[config.mk]
export PLATFORM = sky130hd
export DESIGN_NAME = perf_counter_reader
export DESIGN_NICKNAME = d
export VERILOG_FILES = /design/src/rtl/perf_counter_reader_pkg.sv /design/src/rtl/perf_counter_reader_hi_ext.sv /design/src/rtl/perf_counter_reader.sv
export SDC_FILE = /design/constraint.sdc
export NUM_CORES = 1
export LEC_CHECK = 0
export BUFFER_PORTS_ARGS = -buffer_cell sky130_fd_sc_hd__buf_4
export CAP_MARGIN = 30
export CORE_ASPECT_RATIO = 1.5
export CORE_MARGIN = 4
export CORE_UTILIZATION = 55
export CTS_BUF_LIST = sky130_fd_sc_hd__clkbuf_4 sky130_fd_sc_hd__clkbuf_8 sky130_fd_sc_hd__clkbuf_16
export DETAILED_ROUTE_END_ITERATION = 8
export PLACE_DENSITY = 0.77
export SLEW_MARGIN = 10
export SYNTH_ARGS = -nofsm -noshare
export SYNTH_HDL_FRONTEND = slang
export SYNTH_HIERARCHICAL = 1
export SYNTH_SLANG_ARGS = --single-unit
[constraint.sdc]
create_clock -name clk -period 6.2 [get_ports clk]
set_input_delay 0.62 -clock clk [delete_from_list [all_inputs] [get_ports clk]]
set_output_delay 0.62 -clock clk [all_outputs]
set_load 0.01 [all_outputs]
[src/rtl/perf_counter_reader_pkg.sv]
// Shared constants and types for the performance counter reader.
// CSR map, FSM state type and the address decode helper.
package perf_counter_reader_pkg;

  localparam int NUM_CTR = 5;
  localparam int ADDR_W  = 12;

  localparam logic [ADDR_W-1:0] CSR_CYCLE     = 12'hC00;
  localparam logic [ADDR_W-1:0] CSR_INSTRET   = 12'hC02;
  localparam logic [ADDR_W-1:0] CSR_STALL     = 12'hC03;
  localparam logic [ADDR_W-1:0] CSR_BRANCH    = 12'hC04;
  localparam logic [ADDR_W-1:0] CSR_MISPRED   = 12'hC05;
  localparam logic [ADDR_W-1:0] CSR_HI_OFFSET = 12'h080;

  typedef enum logic {
    IDLE = 1'b0,
    RESP = 1'b1
  } state_t;

  typedef struct packed {
    logic       hit;
    logic       high;
    logic [2:0] idx;
  } dec_t;

  function automatic dec_t lo_decode(
    input logic [ADDR_W-1:0] addr
  );
    dec_t d;
    d = '0;
    case (addr)
      CSR_CYCLE:   begin d.hit = 1'b1; d.idx = 3'd0; end
      CSR_INSTRET: begin d.hit = 1'b1; d.idx = 3'd1; end
      CSR_STALL:   begin d.hit = 1'b1; d.idx = 3'd2; end
      CSR_BRANCH:  begin d.hit = 1'b1; d.idx = 3'd3; end
      CSR_MISPRED: begin d.hit = 1'b1; d.idx = 3'd4; end
      default:     d = '0;
    endcase
    return d;
  endfunction

  function automatic dec_t csr_decode(
    input logic [ADDR_W-1:0] addr,
    input logic [ADDR_W-1:0] hi_off
  );
    dec_t dl;
    dec_t dh;
    dl = lo_decode(addr);
    dh = lo_decode(addr - hi_off);
    if (dl.hit) begin
      return dl;
    end
    if (dh.hit) begin
      dh.high = 1'b1;
      return dh;
    end
    return '0;
  endfunction

endpackage

[src/rtl/perf_counter_reader_hi_ext.sv]
// Extends one 32-bit live counter to 64 bits.
// Counts 0xFFFF_FFFF -> 0 transitions into a silent-wrap hi word.
module counter_hi_ext (
  input  logic        clk,
  input  logic        reset,
  input  logic [31:0] lo,
  output logic [31:0] hi
);

  logic [31:0] prev_lo;
  logic        wrap;

  assign wrap = (prev_lo == 32'hFFFF_FFFF) && (lo == 32'h0);

  // Remember last low word; bump hi only on a true roll-over.
  always_ff @(posedge clk or posedge reset) begin
    if (reset) begin
      prev_lo <= '0;
      hi      <= '0;
    end else begin
      prev_lo <= lo;
      if (wrap) begin
        hi <= hi + 32'd1;
      end
    end
  end

endmodule

[src/rtl/perf_counter_reader.sv]
// Read-side responder for the core performance counters.
// One outstanding CSR read; lo reads snapshot hi for coherent 64-bit reads.
module perf_counter_reader
  import perf_counter_reader_pkg::*;
#(
  parameter int                NUM_CTR   = perf_counter_reader_pkg::NUM_CTR,
  parameter int                ADDR_W    = perf_counter_reader_pkg::ADDR_W,
  parameter logic [ADDR_W-1:0] HI_OFFSET = CSR_HI_OFFSET
) (
  input  logic              clk,
  input  logic              reset,
  input  logic [31:0]       cycle_lo,
  input  logic [31:0]       instret_lo,
  input  logic [31:0]       stall_lo,
  input  logic [31:0]       branch_lo,
  input  logic [31:0]       mispred_lo,
  input  logic              req_valid,
  output logic              req_ready,
  input  logic [ADDR_W-1:0] req_addr,
  input  logic              req_write,
  output logic              resp_valid,
  input  logic              resp_ready,
  output logic [31:0]       resp_data,
  output logic              resp_err
);

  logic [31:0] lo        [NUM_CTR];
  logic [31:0] hi        [NUM_CTR];
  logic [31:0] shadow_hi [NUM_CTR];
  logic        shadow_v  [NUM_CTR];

  state_t      state;
  state_t      state_nxt;
  logic        accept;
  dec_t        dec;
  logic [31:0] rd_data;
  logic        rd_err;

  assign lo[0] = cycle_lo;
  assign lo[1] = instret_lo;
  assign lo[2] = stall_lo;
  assign lo[3] = branch_lo;
  assign lo[4] = mispred_lo;

  for (genvar g = 0; g < NUM_CTR; g++) begin : g_ext
    counter_hi_ext u_ext (
      .clk   (clk),
      .reset (reset),
      .lo    (lo[g]),
      .hi    (hi[g])
    );
  end

  assign dec    = csr_decode(req_addr, HI_OFFSET);
  assign accept = req_valid && req_ready;

  // Response value for the request presented this cycle.
  always_comb begin
    rd_data = '0;
    rd_err  = 1'b0;
    if (req_write || !dec.hit) begin
      rd_err = 1'b1;
    end else begin
      for (int n = 0; n < NUM_CTR; n++) begin
        if (dec.idx == 3'(n)) begin
          if (!dec.high) begin
            rd_data = lo[n];
          end else if (shadow_v[n]) begin
            rd_data = shadow_hi[n];
          end else begin
            rd_data = hi[n];
          end
        end
      end
    end
  end

  // Handshake state register.
  always_ff @(posedge clk or posedge reset) begin
    if (reset) begin
      state <= IDLE;
    end else begin
      state <= state_nxt;
    end
  end

  // Next state and handshake outputs.
  always_comb begin
    state_nxt  = state;
    req_ready  = 1'b0;
    resp_valid = 1'b0;
    unique case (state)
      IDLE: begin
        req_ready = 1'b1;
        if (req_valid) begin
          state_nxt = RESP;
        end
      end
      RESP: begin
        resp_valid = 1'b1;
        if (resp_ready) begin
          state_nxt = IDLE;
        end
      end
      default: state_nxt = IDLE;
    endcase
  end

  // Capture response on accept; held stable until consumed.
  always_ff @(posedge clk or posedge reset) begin
    if (reset) begin
      resp_data <= '0;
      resp_err  <= 1'b0;
    end else if (accept) begin
      resp_data <= rd_data;
      resp_err  <= rd_err;
    end
  end

  // Lo read snapshots pre-edge hi; hi read consumes the snapshot.
  always_ff @(posedge clk or posedge reset) begin
    if (reset) begin
      for (int n = 0; n < NUM_CTR; n++) begin
        shadow_hi[n] <= '0;
        shadow_v[n]  <= 1'b0;
      end
    end else if (accept && !req_write && dec.hit) begin
      for (int n = 0; n < NUM_CTR; n++) begin
        if (dec.idx == 3'(n)) begin
          if (!dec.high) begin
            shadow_hi[n] <= hi[n];
            shadow_v[n]  <= 1'b1;
          end else begin
            shadow_v[n]  <= 1'b0;
          end
        end
      end
    end
  end

endmodule

---- Yosys cells after proc, flatten, opt, wreduce, memory -nomap -nowiden ----
Index checks and enable logic that the tools add are counted.
storage, ports and cells
  output and inout port bits .............. 35
  bits in registers ....................... 519
cells by class
  equal/unequal tests ..................... 19
  mux-type cells .......................... 34
  $add $sub $neg .......................... 6
  bitwise logic cells ..................... 2
  reductions and logical operators ........ 29
operator list
  operator                 count
  $mux W32                 16
  $add A32 B1 Y32 const B  5
  $eq A32 B32 Y1 const B   5
  $logic_not A32 Y1        5
  $eq A12 B12 Y1 const B   10
  $pmux W3 S4              2
  $mux W5                  4
  $reduce_and A3 Y1        5
  $sub A12 B8 Y12 const B  1
  $mux W1                  11
  $reduce_and A2 Y1        5
  $reduce_or A5 Y1         2
  $logic_and A1 B1 Y1      8
  $eq A3 B2 Y1 const B     2
  $eq A3 B1 Y1 const B     1
  $eq A3 B3 Y1 const B     1
  $logic_not A3 Y1         1
  $logic_not A1 Y1         2
  $not A1 Y1               2
  $pmux W1 S2              1
  $logic_or A1 B1 Y1       1

---- Logic depth before layout (Yosys ltp) ----
Gate-level depths: netlist of the first run.
  depth in word-level cells ............... 15
  gate-level depth with buffers ........... 11
  mapped depth without buffers ............ 8

---- Hierarchy ----
Netlist of the first run, hierarchy kept.
by module, submodules not included
  module               area an instance (µm²)  sequential area each (µm²)  cells an instance  instances
  perf_counter_reader  12,733.5                4,979.8                     1,224              1
  counter_hi_ext       2,538.7                 1,601.5                     201                5

---- Worst setup path after synthesis of the first run ----
Ideal clock, no wire load.
  path type ............................... in2reg
  start point ............................. in req_addr[7]
  end point ............................... reg shadow_hi[84] (netlist bit)
  path buffers ............................ 1
  data arrival time ....................... 2.524 ns
  stages on the path ...................... 8
  setup slack ............................. 3.551 ns
  cells stage by stage .................... inv_1 -> ha_1 -> xnor2_2 -> a21oi_2 -> or4_1 -> nor3_2 -> buf_4 -> mux2_2
on the way
  word-level cells in the longest chain between the ends .. 10
  elaborated cells on any way between the ends .. 28
RTL lines
  what                                  RTL line                       source
  start: declaration                    perf_counter_reader.sv:19      input logic [ADDR_W-1:0] req_addr,
  $sub A12 B8 Y12                       perf_counter_reader_pkg.sv:49  dh = lo_decode(addr - hi_off);
  $eq A12 B12 Y1                        perf_counter_reader_pkg.sv:31  case (addr)
  $reduce_or A5 Y1 (no source line)     n/a
  $mux W1                               perf_counter_reader_pkg.sv:31
  $mux W1 (2 in a row)                  perf_counter_reader_pkg.sv:53  if (dh.hit) begin
  $mux W5                               perf_counter_reader_pkg.sv:57  return '0;
  $mux W5 *                             perf_counter_reader_pkg.sv:53
  $eq A3 B2 Y1 (tied with other cells)  perf_counter_reader.sv:129     if (dec.idx == 3'(n)) begin
  $reduce_and A3 Y1 (no source line) *  n/a
  end signal: indexed assignment        perf_counter_reader.sv:131     shadow_hi[n] <= hi[n];
  end: declaration                      perf_counter_reader.sv:29      logic [31:0] shadow_hi [NUM_CTR];
Every way passes the cells marked *; elsewhere a longest branch is shown, timed or not. The select of a mux whose other input is x is not followed.
A chain may end at the register's enable or synchronous reset.

---- Worst setup path after layout of the first run ----
  start point ............................. in req_addr[3]
  end point ............................... reg resp_data[20]
on the way
  word-level cells in the longest chain between the ends .. 15
  elaborated cells on any way between the ends .. 42
RTL lines
  what                                                 RTL line                                              source
  $sub A12 B8 Y12                                      perf_counter_reader_pkg.sv:49
  $eq A12 B12 Y1                                       perf_counter_reader_pkg.sv:31
  $reduce_or A5 Y1 (no source line)                    n/a
  $mux W1                                              perf_counter_reader_pkg.sv:31
  $mux W1 (2 in a row)                                 perf_counter_reader_pkg.sv:53
  $mux W5                                              perf_counter_reader_pkg.sv:57
  $mux W5 *                                            perf_counter_reader_pkg.sv:53
  $logic_not A3 Y1 / $mux W32 (equally long branches)  perf_counter_reader.sv:65, perf_counter_reader.sv:66
  $mux W32 (5 in a row)                                perf_counter_reader.sv:65                             if (dec.idx == 3'(n)) begin
  $mux W32 *                                           perf_counter_reader.sv:61                             if (req_write || !dec.hit) begin
  end signal: assignment                               perf_counter_reader.sv:115                            resp_data <= rd_data;
  end: declaration                                     perf_counter_reader.sv:23                             output logic [31:0] resp_data,
Marks and branches as above.

==> impl_metrics.csv, run 1 <==
group,metric,value,unit
status,status,"complete, no violations",
drt,wire_per_inst,27.7,um
die,die_w,184,um
grt,grt_antenna_before_repair,7,
synth,yosysSeqAreaShare,0.511,
grt,grt_pass1_wl,125000,um
synth,synth.most_common_cell,"dfrtp_1",
drt,first_pass_iters,6,
grt,grt_pass1_vias,20400,
critical_path,cp.required,6.60,ns
die,initial_utilization,0.556,
synth,synth_area_leaders,"dfrtp_1 51%, mux2_2 7.8%, xor2_1 5.0%, mux2i_1 4.0%, a21oi_1 2.7%",
timing,setup_tns,0,ns
timing,slew_headroom,0.238,
cts,cts_post_setup_buffers_inserted,0,
pwr,p_int,5.54,mW
timing,worst_pin_slew,1.13,ns
job,cap_viol_max_count,0,
drt,vias,20100,
cts,root_buffer,"clkbuf_16",
cells_and_area,fillers,3496,
grt,grtUsageMet2,0.547,
grt,grt_use_met1,0.409,
drt,first_iter_violations,1957,
drt,ant_nets,0,
grt,grt_overflow,0,
critical_path,critPathTopFamily,"compound AO/OA/AOI/OAI gates",
cts,htreeDepth,2,
die,fp-row-count,96,
timing,setup_viol,0,
synth,synth_flop_cell,"dfrtp_1",
critical_path,r2r_slack,2.89,ns
drt,viasPerCell,6.63,
critical_path,startpoint,"req_addr[3]",
synth,netlist_area,25400,sq um
grt,use_met3,0.0627,
cts,hold_buffers,0,
critical_path,path_buf_inv,1,
cells_and_area,areaGrowthSynthToFinish,15.6,%
critical_path,start_kind,"input port",
cts,clock-sinks,519,
place,place_hpwl,62500,um
timing,skew,0.0193,ns
pwr,switchingPower,1.62,mW
pwr,pwr-share-comb,0.057,
die,io-pin-count,212,
timing,hold_violations,0,
critical_path,r2r_cells,6,
critical_path,r2r_start,"shadow_v[4]$_DFFE_PP0P_",
synth,netlist_top_cells_count,"519 x dfrtp_1, 176 x mux2_2, 145 x xor2_1",
cells_and_area,drive_above_1_share,0.258,
die,core_area,45800,sq um
grt,busiest_layer,"met2",
pwr,p_leak,13.3,nW
timing,rsz0062_at_grt,"false",
cts,path_clk_slew,0.07,ns
pwr,p_sw_frac,0.226,
place,place.gp.congestion,1.00,
grt,grt_max_degree,81,
synth,ys_ff_latch,519,
timing,final_max_slew_viol_count,0,
cts,cts_tree,"done",
cts,clkLatencyLatePin,0.58,ns
synth,synth_nets,2412,
critical_path,r2r-end,"resp_data[20]$_DFFE_PP0P_",
drt,wirelength,84000,um
pwr,seq_power_share,0.483,
critical_path,path_class,"input port to register",
pwr,ir_drop,234,uV
pwr,p_per_area,243,nW/um^2
timing,finalWorstSetupSlack,2.53,ns
synth,avgSynthCellArea,11.4,sq um
timing,finalCritPeriodShare,0.592,
cts,post_cts_resized,0,
min_path,hold_class,"input port to async pin",
cts,clk_path_buf_depth,3,
critical_path,critPathSlowestCell,"a2111oi_0",
critical_path,slowest_delay,0.97,ns
die,die_h,271,um
cts,cts_inserted_buffers,50,
critical_path,worstSetupPathDepth,7,
synth,async_reset_ff_frac,1.00,
synth,yosysTopAreaCell,"dfrtp_1",
cells_and_area,stdcell_area,29400,sq um
synth,yosys_warnings,6,
cells_and_area,fin_nets,2578,
synth,synthDistinctLibCells,68,
timing,period_needed,3.67,ns
place,portBuffers,211,
critical_path,critPathArrivalTime,4.07,ns
critical_path,endpoint,"resp_data[20]$_DFFE_PP0P_",
timing,max_freq,272,MHz
synth,postSynthCellCount,2229,
critical_path,end_kind,"register",
place,placed_cell_area,27500,sq um
critical_path,critical_path_peak_fanout,51,
grt,grt_usage,0.331,
critical_path,crit_chain,"buf_4 > a21o_1 > or3_2 > nor2_8 > a211oi_1 > a2111oi_0 > a21oi_1",
die,die_area,49800,sq um
drt,route.detailed.drc,0,
pwr,power,7.16,mW
pwr,p_clk_frac,0.460,
synth,synth_edf_count,0,
place,place_ws,1.69,ns
synth,yosysTopAreaCellShare,0.511,
-- through the flow --
step	util	hold slack, ns	cells
finish	0.642	0.137	3026
global route	0.642	0.145	3025
CTS	0.639	0.124	3016
detailed placement	0.600	0.477	2924
global placement	0.598	0.468	2919
floorplan	-	0.452	2229
-- cell type report --
cell class | count | area, sq um | area share
well taps | 588 | 736 | 0.0250
multi-input cells | 1535 | 11700 | 0.397
clock buffers | 80 | 1600 | 0.0544
flip-flops and latches | 519 | 13000 | 0.442
inverters | 36 | 143 | 0.00485
repair buffers | 253 | 2060 | 0.0701
clock inverters | 12 | 194 | 0.00660
diodes | 3 | 7.51 | 0.000255
-- cell usage in the layout (no fill, tap or decap), types with 24 or more instances in the layout --
cell type | netlist | routed
inv_1 | 31 | 25
and2_1 | 24 | 24
a21oi_1 | 137 | 137
dfrtp_1 | 519 | 519
nor2b_1 | 26 | 26
mux2_2 | 176 | 176
buf_4 | 15 | 241
nor3_2 | 38 | 36
nand3_1 | 60 | 60
xor2_1 | 145 | 145
o31ai_1 | 38 | 38
nor4_1 | 56 | 56
nand4_1 | 87 | 87
o211ai_1 | 46 | 46
mux2i_1 | 102 | 102
a2111oi_0 | 42 | 42
o21ai_0 | 55 | 55
mux2_1 | 27 | 27
and3_1 | 32 | 32
nand2_1 | 89 | 89
clkbuf_16 | 0 | 51
nor2_1 | 103 | 102
a211oi_1 | 39 | 39
-- metal layers --
layer / vias to the layer above / share of wire / routed length [um]
met5: - / 0.00032 / 27
met4: 4 / 0.071 / 5930
met3: 280 / 0.085 / 7130
met2: 1067 / 0.48 / 40500
met1: 10100 / 0.36 / 30300
li1: 8601 / - / -
-- power by group through the flow --
| stage | Clock (mW) | Combinational, mW | Sequential, mW |
|---|---|---|---|
| finish | 3.29 | 0.406 | 3.46 |
| global route | 3.47 | 0.430 | 3.46 |
| CTS | 3.32 | 0.398 | 3.46 |
| detailed placement | 0 | 0.397 | 3.52 |
| global placement | 0 | 0.391 | 3.52 |
| floorplan | 0 | 0.162 | 3.51 |
-- logic make-up (layout without fill, tap and decap cells) --
group                      after synthesis  after routing  share of synthesized area
and+or+nand+nor                        636            636                      0.156
DFF                                    519            519                      0.511
AOI/OAI and AO/OA                      432            432                      0.113
muxes                                  305            305                      0.130
buffers and inverters                  175            381                     0.0325
xor gates and xnor gates               156            156                     0.0540
adders and majority gates                6              6                    0.00295
other                                    0              3                          0
-- worst register-to-register path, stage by stage, from the launching register on --
cell,delay [ns]
dfrtp_1,0.69
buf_4,0.41
mux2_2,0.38
o21ai_0,0.37
a21boi_0,0.20
a2111oi_0,0.95
a21oi_1,0.15
-- worst min path at each step --
stage / from / endpoint / slack [ns]
after floorplan: g_ext[4].u_ext/hi[31]$_DFFE_PP0P_ / g_ext[4].u_ext/hi[31]$_DFFE_PP0P_ / 0.45
after global placement: shadow_hi[98]$_DFFE_PP0P_ / shadow_hi[98]$_DFFE_PP0P_ / 0.47
after detailed placement: shadow_hi[6]$_DFFE_PP0P_ / shadow_hi[6]$_DFFE_PP0P_ / 0.48
after CTS: reset / g_ext[2].u_ext/prev_lo[19]$_DFF_PP0_ / 0.12
after global routing: reset / g_ext[2].u_ext/hi[25]$_DFFE_PP0P_ / 0.14
final: reset / g_ext[2].u_ext/prev_lo[19]$_DFF_PP0_ / 0.14
-- flip-flops by register name, summed over array words and instances, names as in the netlist --
name and flops:
g_ext.u_ext/hi 160, g_ext.u_ext/prev_lo 160, shadow_hi 160, resp_data 32
shadow_v 5, resp_err 1, state 1
No activity file was read; power rests on OpenSTA's default activity.
==> run 2, diff against run 1 <==
Settings changed: ABC_AREA set to 1, CORE_UTILIZATION 55 to 56, PLACE_DENSITY 0.77 to 0.75.
Clock period 6.2 ns to 3.7 ns, I/O delays scaled along.
==> impl_metrics.csv, run 2 <==
group,metric,value,unit
pwr,ir_drop,343,uV
timing,setup_tns,0,ns
timing,rsz0062_at_grt,"false",
cells_and_area,top_regs,"g_ext.u_ext/hi (160), g_ext.u_ext/prev_lo (160), shadow_hi (160)",
pwr,p_per_area,357,nW/um^2
synth,synth_nets,4324,
synth,yosysTopAreaCell,"dfrtp_1",
critical_path,critPathArrivalTime,3.20,ns
cts,root_buffer,"clkbuf_16",
cts,cts_post_setup_buffers_inserted,0,
die,core_area,51600,sq um
synth,synthDistinctLibCells,40,
critical_path,critical_path_peak_fanout,21,
die,initial_utilization,0.566,
grt,grt_pass1_wl,155000,um
grt,grt_usage,0.353,
cts,clk_path_buf_depth,3,
cts,cts_inserted_buffers,52,
cells_and_area,final_common_cell,"nand2_1",
cts,post_cts_resized,0,
critical_path,start_kind,"register",
drt,ant_nets,0,
cts,cts_tree,"done",
synth,yosysTopAreaCellShare,0.445,
die,fp-row-count,102,
place,place.gp.congestion,1.01,
die,io-pin-count,212,
timing,max_freq,376,MHz
synth,async_reset_ff_frac,1.00,
cts,clock-sinks,519,
timing,slew_headroom,0.370,
timing,period_needed,2.66,ns
cts,path_clk_slew,0.06,ns
timing,final_max_slew_viol_count,0,
grt,grt_overflow,0,
drt,first_iter_violations,2824,
critical_path,end_kind,"register",
synth,avgSynthCellArea,7.04,sq um
pwr,seq_power_share,0.469,
die,die_w,194,um
critical_path,cp.required,4.24,ns
place,place_hpwl,72200,um
status,status,"complete, no violations",
synth,ys_ff_latch,519,
pwr,p_clk_frac,0.466,
synth,synth_flop_cell,"dfrtp_1",
die,die_h,287,um
job,cap_viol_max_count,0,
place,portBuffers,211,
timing,hold_violations,0,
pwr,p_sw_frac,0.231,
drt,route.detailed.drc,0,
pwr,p_int,9.51,mW
drt,vias,28700,
cells_and_area,areaGrowthSynthToFinish,18.8,%
cts,clkLatencyLatePin,0.61,ns
grt,grt_max_degree,83,
drt,viasPerCell,5.55,
pwr,p_leak,16.6,nW
cts,htreeDepth,2,
grt,grt_antenna_before_repair,2,
drt,wire_per_inst,19.3,um
synth,synth_edf_count,0,
cells_and_area,final_core_util,0.672,
timing,worst_pin_slew,0.946,ns
die,die_area,55900,sq um
timing,setup_viol,0,
cts,hold_buffers,162,
min_path,hold_class,"input port to register",
critical_path,path_class,"register to register",
synth,synth.most_common_cell,"nand2_1",
pwr,pwr-share-comb,0.065,
grt,grt_pass1_vias,27700,
pwr,switchingPower,2.86,mW
cells_and_area,fin_nets,4639,
cells_and_area,final_cell_mix,"1707 x nand2_1, 517 x dfrtp_1, 508 x nor2_1, 294 x inv_1, 287 x nand3_1",
synth,netlist_area,29200,sq um
timing,finalCritPeriodShare,0.720,
synth,yosys_warnings,6,
drt,wirelength,100000,um
synth,netlist_top_cells_count,"1708 x nand2_1, 519 x dfrtp_1, 508 x nor2_1",
drt,first_pass_iters,7,
synth,postSynthCellCount,4141,
synth,yosysSeqAreaShare,0.445,
cells_and_area,drive_above_1_share,0.103,
timing,skew,0.0177,ns
synth,synth_area_leaders,"dfrtp_1 45%, nand2_1 22%, nor2_1 6.5%, nand3_1 4.9%, inv_1 3.9%",
run 2: changes by cell type in the layout (fill, tap and decap cells not counted), sizes merged, moves of 72 or more:
cell / before / now
dlygate4sd3: 0 / 162
inv: 37 / 316
mux2: 203 / 35
mux2i: 102 / 30
nand2: 89 / 1724
nand3: 61 / 291
nand4: 99 / 6
nor2: 106 / 547
nor4: 78 / 0
o21ai: 55 / 226
xor2: 145 / 25
run 2: critical path, cell delays in order, from the launching register on:
cell and delay (ns):
dfrtp_1 0.39, inv_2 0.08, nand2_1 0.19, nor2_1 0.18, nand2_2 0.17, a21oi_4 0.23, buf_4 0.22, nand2_1 0.19
inv_1 0.54, nand2_1 0.14, inv_1 0.07, o21ai_1 0.10, nand2_1 0.09
run 2: per-stage QoR:
stage | std cells | power, mW | area, sq um | hold slack (ns) | worst slack, ns
finish | 5175 | 12.4 | 34700 | 0.227 | 1.04
global route | 5174 | 12.7 | 34700 | 0.211 | 0.939
CTS | 5172 | 12.4 | 34600 | 0.228 | 1.13
detailed placement | 4916 | 6.53 | 31200 | 0.445 | 0.573
global placement | 4912 | 6.51 | 31100 | 0.453 | 0.559
floorplan | 4141 | 6.14 | 29200 | 0.401 | 0.756
run 2: layout make-up:
type,instances,area [sq um]
antenna,3,7.51
clock buffer,68,1500
clock inverter,26,365
fill,4494,16900
inverter,331,1250
multi-input combinational,3135,14000
sequential,519,13000
tap,676,846
timing repair buffer,417,3660
run 2: path summary, 6_finish.rpt:
check	from	to	slack, ns	cells after the start
min reg2reg	shadow_hi[46]$_DFFE_PP0P_	shadow_hi[46]$_DFFE_PP0P_	0.47	2
min	req_valid	resp_err$_DFFE_PP0P_	0.23	3
max	state$_DFF_PP0_	resp_data[1]$_DFFE_PP0P_	1.04	12
min in group asynchronous	reset	g_ext[3].u_ext/hi[0]$_DFFE_PP0P_	0.40	3
max reg2reg	state$_DFF_PP0_	resp_data[1]$_DFFE_PP0P_	1.04	12
max in group asynchronous	reset	g_ext[0].u_ext/hi[10]$_DFFE_PP0P_	2.16	4
run 2: per-layer routing:
| metal | vias up | routed length, um | track usage |
|---|---|---|---|
| li1 | 13600 | - | - |
| met1 | 13400 | 37500 | 0.432 |
| met2 | 1335 | 47700 | 0.595 |
| met3 | 395 | 7360 | 0.0495 |
| met4 | 0 | 7490 | 0.209 |
| met5 | - | 0 | 0 |
run 2: power by group through the flow:
stage               Clock [mW]  Combinational, mW  Sequential [mW]
floorplan                    0              0.249             5.89
global placement             0              0.621             5.89
detailed placement           0              0.636             5.90
CTS                       5.80              0.778             5.79
global route              6.05              0.851             5.80
finish                    5.77              0.802             5.80
run 2: cells by family (layout without fill, tap and decap cells):
| group | count (synthesis) | after routing | share of synthesized area |
|---|---|---|---|
| and+or+nand+nor | 2601 | 2601 | 0.360 |
| DFF | 519 | 519 | 0.445 |
| muxes | 65 | 65 | 0.0242 |
| AOI/OAI and AO/OA | 417 | 417 | 0.0811 |
| buffers and inverters | 487 | 842 | 0.0731 |
| other | 0 | 3 | 0 |
| xor gates and xnor gates | 46 | 46 | 0.0138 |
| adders and majority gates | 6 | 6 | 0.00257 |
